==> config.mk <==
export PLATFORM = sky130hd
export DESIGN_NAME = pwm_capture
export DESIGN_NICKNAME = d
export VERILOG_FILES = /design/src/rtl/pwm_capture.sv
export SDC_FILE = /design/constraint.sdc
export NUM_CORES = 1
export LEC_CHECK = 0
export ABC_AREA = 1
export CORE_MARGIN = 4
export CORE_UTILIZATION = 50
export DETAILED_ROUTE_END_ITERATION = 10
export GPL_TIMING_DRIVEN = 0
export PLACE_DENSITY = 0.75
export SKIP_LAST_GASP = 1
export SLEW_MARGIN = 0
export SYNTH_ARGS = -nofsm -noshare
export SYNTH_HDL_FRONTEND = slang
export SYNTH_SLANG_ARGS = --single-unit
==> constraint.sdc <==
create_clock -name CLOCK50 -period 3.45 [get_ports CLOCK50]
set_input_delay 1.035 -clock CLOCK50 [delete_from_list [all_inputs] [get_ports CLOCK50]]
set_output_delay 1.035 -clock CLOCK50 [all_outputs]
set_load 0.05 [all_outputs]
==> src/rtl/pwm_capture.sv <==
// PWM receiver: synchronises an asynchronous PWM line and measures high time and
// period in clock cycles, with a timeout so results keep updating on a stuck line.
module pwm_capture #(
   parameter int CNT_W   = 20,
   parameter int TIMEOUT = 1000000
) (
   input  logic             CLOCK50,
   input  logic             reset,
   input  logic             PWM_in,
   output logic [CNT_W-1:0] high_time,
   output logic [CNT_W-1:0] period,
   output logic             valid,
   output logic             stuck,
   output logic [17:0]      LED
);

   localparam logic [1:0] ST_IDLE = 2'd0;
   localparam logic [1:0] ST_HIGH = 2'd1;
   localparam logic [1:0] ST_LOW  = 2'd2;

   localparam logic [CNT_W-1:0] TIMEOUT_C = CNT_W'(TIMEOUT);
   localparam logic [CNT_W-1:0] ONE_C     = CNT_W'(1);

   logic             s1_q, s1_d;
   logic             s2_q, s2_d;
   logic             prev_q, prev_d;
   logic [CNT_W-1:0] cnt_p_q, cnt_p_d;
   logic [CNT_W-1:0] cnt_h_q, cnt_h_d;
   logic [1:0]       state_q, state_d;
   logic [CNT_W-1:0] high_time_q, high_time_d;
   logic [CNT_W-1:0] period_q, period_d;
   logic             valid_q, valid_d;
   logic             stuck_q, stuck_d;

   logic             rise;
   logic             fall;
   logic [CNT_W-1:0] cnt_p_n;
   logic [CNT_W-1:0] cnt_h_n;

   assign rise = s2_q & ~prev_q;
   assign fall = ~s2_q & prev_q;

   always_comb begin
      s1_d        = PWM_in;
      s2_d        = s1_q;
      prev_d      = s2_q;
      state_d     = state_q;
      high_time_d = high_time_q;
      period_d    = period_q;
      valid_d     = 1'b0;
      stuck_d     = stuck_q;
      cnt_p_n     = cnt_p_q + ONE_C;
      cnt_h_n     = cnt_h_q + {{(CNT_W-1){1'b0}}, s2_q};
      cnt_p_d     = cnt_p_n;
      cnt_h_d     = cnt_h_n;

      if (rise) begin
         // The rise cycle itself is the first clock of the new period (and of its high time).
         if (state_q == ST_LOW) begin
            high_time_d = cnt_h_q;
            period_d    = cnt_p_q;
            valid_d     = 1'b1;
            stuck_d     = 1'b0;
         end
         cnt_p_d = ONE_C;
         cnt_h_d = ONE_C;
         state_d = ST_HIGH;
      end else if (cnt_p_n == TIMEOUT_C) begin
         high_time_d = cnt_h_n;
         period_d    = TIMEOUT_C;
         valid_d     = 1'b1;
         stuck_d     = 1'b1;
         cnt_p_d     = '0;
         cnt_h_d     = '0;
         state_d     = ST_IDLE;
      end else if ((state_q == ST_HIGH) && fall) begin
         state_d = ST_LOW;
      end
   end

   always_ff @(posedge CLOCK50) begin
      if (reset) begin
         s1_q        <= 1'b0;
         s2_q        <= 1'b0;
         prev_q      <= 1'b0;
         cnt_p_q     <= '0;
         cnt_h_q     <= '0;
         state_q     <= ST_IDLE;
         high_time_q <= '0;
         period_q    <= '0;
         valid_q     <= 1'b0;
         stuck_q     <= 1'b0;
      end else begin
         s1_q        <= s1_d;
         s2_q        <= s2_d;
         prev_q      <= prev_d;
         cnt_p_q     <= cnt_p_d;
         cnt_h_q     <= cnt_h_d;
         state_q     <= state_d;
         high_time_q <= high_time_d;
         period_q    <= period_d;
         valid_q     <= valid_d;
         stuck_q     <= stuck_d;
      end
   end

   assign high_time = high_time_q;
   assign period    = period_q;
   assign valid     = valid_q;
   assign stuck     = stuck_q;

   generate
      if (CNT_W > 18) begin : g_led_sat
         assign LED = (|high_time_q[CNT_W-1:18]) ? '1 : high_time_q[17:0];
      end else begin : g_led_ext
         assign LED = 18'(high_time_q);
      end
   endgenerate

endmodule

======== Word-level counts from Yosys, hierarchy flattened ========
Index checks and enable logic that the tools add are counted.
word-level totals
  memory bits (writable) .................. 0
  output and inout bits ................... 60
  bits in read-only memories .............. 0
  input bits .............................. 3
  memories ................................ 0
  bits in latches ......................... 0
  flip-flop bits (word level) ............. 87
operators by class
  divide/modulo/power cells ............... 0
  multiplexer cells ....................... 20
  magnitude comparators ................... 0
  shifts and indexed selects .............. 0
  add/subtract/negate cells ............... 2
  reductions and logical operators ........ 6
  equality and inequality tests ........... 4
  multiply operators ...................... 0
  bitwise gates (word level) .............. 4
operators with widths
  operator                                             count
  two-way mux 20 bit                                   6
  adder 20 x 1 -> 20 bit                               1
  adder 20 x 1 -> 20 bit, second input constant        1
  equality test 20 bit, second input constant          1
  two-way mux 18 bit                                   1
  two-way mux 1 bit                                    13
  nonzero test 3 bit                                   1
  OR reduction 3 bit                                   1
  bitwise AND 1 bit                                    2
  equality test 2 x 1 -> 1 bit, second input constant  1
  equality test 2 bit, second input constant           1
  != test 2 x 1 -> 1 bit, second input constant        1
  NOT 1 bit                                            2
  AND reduction 2 bit                                  1
  nonzero test 2 bit                                   1
  OR reduction 2 bit                                   1
  logical AND 1 bit                                    1

======== Logic depth before layout (Yosys ltp) ========
  word-level depth ........................ 6
  depth in mapped cells ................... 15

======== Worst setup path after synthesis ========
No wires, ideal clock.
  path type ............................... reg-to-output
  start ................................... reg high_time_q[18], in the netlist high_time[18]
  end ..................................... out LED[10]
  cell stages (with the launch flop) ...... 4
  path slack .............................. 897 ps
  path buffers ............................ 1
  data arrival time ....................... 1518 ps
  required time ........................... 2415 ps
  path through ............................ dfxtp_1 > nor2_1 > clkbuf_1 > nand2_1
on the way
  cells in the longest elaborated chain, start to end .. 2
ends and longest elaborated chain
  item                      RTL line  source
  start: declaration        30        logic [CNT_W-1:0] high_time_q, high_time_d;
  start signal: assignment  100       high_time_q <= high_time_d;
  OR reduction 2 bit        114       assign LED = (|high_time_q[CNT_W-1:18]) ? '1 : high_time_q[17:0];
  two-way mux 18 bit        114
  end: declaration          14        output logic [17:0] LED
Every way passes these cells.

======== Worst setup path after layout ========
  start ................................... reg high_time_q[18], in the netlist high_time[18]
  end ..................................... out LED[11]
Same word-level chain as after synthesis.

==> load_flow_metrics.sql <==
INSERT INTO impl_metrics (metric_group, metric, value, unit) VALUES
('outcome', 'status', 'completed', ''),
('final_layout', 'diodes', '0', ''),
('die', 'floorplan.core_area', '8220', 'µm²'),
('placement', 'placed_cell_area', '4980', 'µm²'),
('final_layout', 'finish.cell_count_without_fillers', '814', ''),
('worst_setup_path', 'cp-start-kind', 'flop', ''),
('sta', 'maxSlewViolCount', '0', ''),
('hold_path', 'min-delay-start', 's1_q', ''),
('placement', 'worst_case_setup_slack_after_placement', '0.160', 'ns'),
('die', 'die-height', '100', 'µm'),
('die', 'die-area', '10000', 'µm²'),
('synthesis', 'synth-xor-area-share', '0.0413', ''),
('global_route', 'grt_pass1_vias', '3966', ''),
('route', 'route.antenna.remaining_nets', '0', ''),
('route', 'wirelength', '11.0', 'mm'),
('synthesis', 'post_synth_and_or_nand_nor_area_fraction', '0.332', ''),
('worst_setup_path', 'crit_path_largest_cell_delay', '0.72', 'ns'),
('global_route', 'global_route_wire_length_before_repair', '18.7', 'mm'),
('sta', 'slew-limit-headroom', '0.586', ''),
('worst_setup_path', 'r2r_start', 'cnt_p_q[0]', ''),
('synthesis', 'number_of_enable_type_register_cells_in_the_synthesized_netlist', '0', ''),
('sta', 'final_min_period_over_clock_period', '0.951', ''),
('synthesis', 'ys_warns', '0', ''),
('synthesis', 'synth_flop_cell', 'sky130_fd_sc_hd__dfxtp_1', ''),
('clock_tree', 'h-tree-depth', '3', ''),
('clock_tree', 'clock_sink_count', '87', ''),
('sta', 'period_minus_slack', '3.28', 'ns'),
('route', 'violation_count_after_the_first_detailed_routing_iteration', '218', ''),
('global_route', 'grt_start_max_net_pins', '14', ''),
('final_layout', 'storage_element_area', '1740', 'µm²'),
('synthesis', 'netlist_area', '4240', 'µm²'),
('hold_path', 'worstHoldPathType', 'reg2reg', ''),
('die', 'chipWidth', '100', 'µm'),
('worst_setup_path', 'arrival', '2.24', 'ns'),
('synthesis', 'postSynth.asyncResetShare', '0', ''),
('synthesis', 'synth.top_cells.by_area', 'sky130_fd_sc_hd__dfxtp_1 (41%), sky130_fd_sc_hd__nand2_1 (14%), sky130_fd_sc_hd__nor2_1 (8.2%), sky130_fd_sc_hd__inv_1 (7.0%), sky130_fd_sc_hd__nand3_1 (6.6%)', ''),
('global_route', 'grt-ovfl-total', '0', ''),
('synthesis', 'synth_most_common_cell', 'sky130_fd_sc_hd__nand2_1', ''),
('clock_tree', 'cts_buffer_depth', '2', ''),
('synthesis', 'netlist.area_leader.share', '0.411', ''),
('worst_setup_path', 'critPathRequiredTime', '2.41', 'ns'),
('synthesis', 'synthTopCellsByCount', 'sky130_fd_sc_hd__nand2_1 (158), sky130_fd_sc_hd__nor2_1 (93), sky130_fd_sc_hd__dfxtp_1 (87), sky130_fd_sc_hd__inv_1 (79), sky130_fd_sc_hd__nand3_1 (56)', ''),
('final_layout', 'num-nets-final', '712', ''),
('route', 'vias_per_cell', '5.08', ''),
('clock_tree', 'clk_root_buffer_cell', 'sky130_fd_sc_hd__clkbuf_8', ''),
('sta', 'worst_hold_slack', '0.408', 'ns'),
('final_layout', 'flow.area_growth_from_synthesis', '22.2', '%'),
('power', 'p_leak', '2.21', 'nW'),
('sta', 'least_setup_slack_across_all_paths_after_layout', '0.170', 'ns'),
('synthesis', 'synth_adder_area_share', '0.0118', ''),
('final_layout', 'final_core_utilization', '0.631', ''),
('synthesis', 'syn_avg_cell_area', '6.70', 'µm²'),
('worst_setup_path', 'startpoint', 'high_time[18]', ''),
('synthesis', 'synthDominantAreaCellType', 'sky130_fd_sc_hd__dfxtp_1', ''),
('synthesis', 'synth_sequential_area_ratio', '0.411', ''),
('synthesis', 'synth-seq-cells', '87', ''),
('final_layout', 'post_route_cells_drive_above_1_share', '0.0522', ''),
('synthesis', 'synth.mux.area_fraction', '0', ''),
('die', 'floorplan.io_pins', '63', ''),
('sta', 'fin_worst_skew', '0.0115', 'ns'),
('worst_setup_path', 'largest_fanout_of_any_net_on_the_critical_path', '10', ''),
('clock_tree', 'clk_pin_slew_worst_setup_hold_paths', '0.09', 'ns'),
('worst_setup_path', 'criticalPathCategory', 'reg2out', ''),
('die', 'row_count', '33', ''),
('worst_setup_path', 'cp-end-kind', 'output port', ''),
('final_layout', 'multi_input_comb_area', '2060', 'µm²'),
('placement', 'post-place-cells', '799', ''),
('clock_tree', 'cts_inserted_buffers', '9', ''),
('sta', 'worst_pin_slew', '0.621', 'ns'),
('final_layout', 'finish.instance_area', '5180', 'µm²'),
('sta', 'total_neg_setup_slack', '0', 'ns');
-- final cells by class --
class,count,share of cell area
well taps,105,0.0253
flip-flops and latches,87,0.336
plain buffers,27,0.0270
clock buffers,12,0.0299
clock inverters,3,0.00820
repair buffers,61,0.118
multi-input cells,438,0.397
inverters,81,0.0586
-- layer usage --
| metal | global-route usage | share of wire | vias to the layer above |
|---|---|---|---|
| met1 | 0.304 | 0.47 | 1883 |
| met4 | 0.0694 | 0.011 | 0 |
| li1 | - | - | 2125 |
| met3 | 0.0438 | 0.061 | 13 |
| met2 | 0.389 | 0.46 | 112 |
| met5 | 0 | 0 | - |
-- power by group --
part           leakage [nW]  internal [mW]  switching (mW)  total (mW)
combinational          1.41         0.0179          0.0437      0.0616
sequential            0.702           1.01         0.00645        1.02
clock                0.0985          0.370           0.349       0.718
total                  2.21           1.40           0.399        1.80
-- layout by cell type, fill, tap and decap left out, types with 5 or more instances in the layout --
cell type / count
sky130_fd_sc_hd__clkbuf_8: 11
sky130_fd_sc_hd__nor2_1: 92
sky130_fd_sc_hd__buf_1: 6
sky130_fd_sc_hd__xor2_1: 16
sky130_fd_sc_hd__nand3_1: 56
sky130_fd_sc_hd__inv_1: 79
sky130_fd_sc_hd__nand2_1: 158
sky130_fd_sc_hd__nor3_1: 5
sky130_fd_sc_hd__clkbuf_1: 11
sky130_fd_sc_hd__o21ai_0: 25
sky130_fd_sc_hd__buf_4: 5
sky130_fd_sc_hd__dfxtp_1: 87
sky130_fd_sc_hd__nand4_1: 12
sky130_fd_sc_hd__o21bai_1: 8
sky130_fd_sc_hd__a21oi_1: 41
sky130_fd_sc_hd__clkdlybuf4s50_1: 61
-- cells by family after synthesis --
family / after synthesis
buf+inv: 108
simple gates: 335
fa+ha+maj: 4
compound gates: 79
flops: 87
xor+xnor: 20
-- worst max-delay path: cells and delay by family (launching register included) --
family,cells,cell delay [ns]
buf+inv,2,1.06
simple gates,2,0.47
flops,1,0.36
-- worst paths after layout --
path | endpoint | slack [ns] | cells after the start
worst min-delay path | prev_d | 0.41 | 2
worst min register to register | prev_d | 0.41 | 2
worst max-delay path | LED[11] | 0.17 | 4
worst max register to register | cnt_p_q[3] | 0.93 | 14
-- registers in the layout, summed over array words and instances, names as in the netlist --
register,flops
valid,1
stuck,1
cnt_h_q,20
high_time,20
prev_d,1
state_q,2
period,20
cnt_p_q,20
s1_q,1
prev_q,1
(Power assumes the default switching activity.)
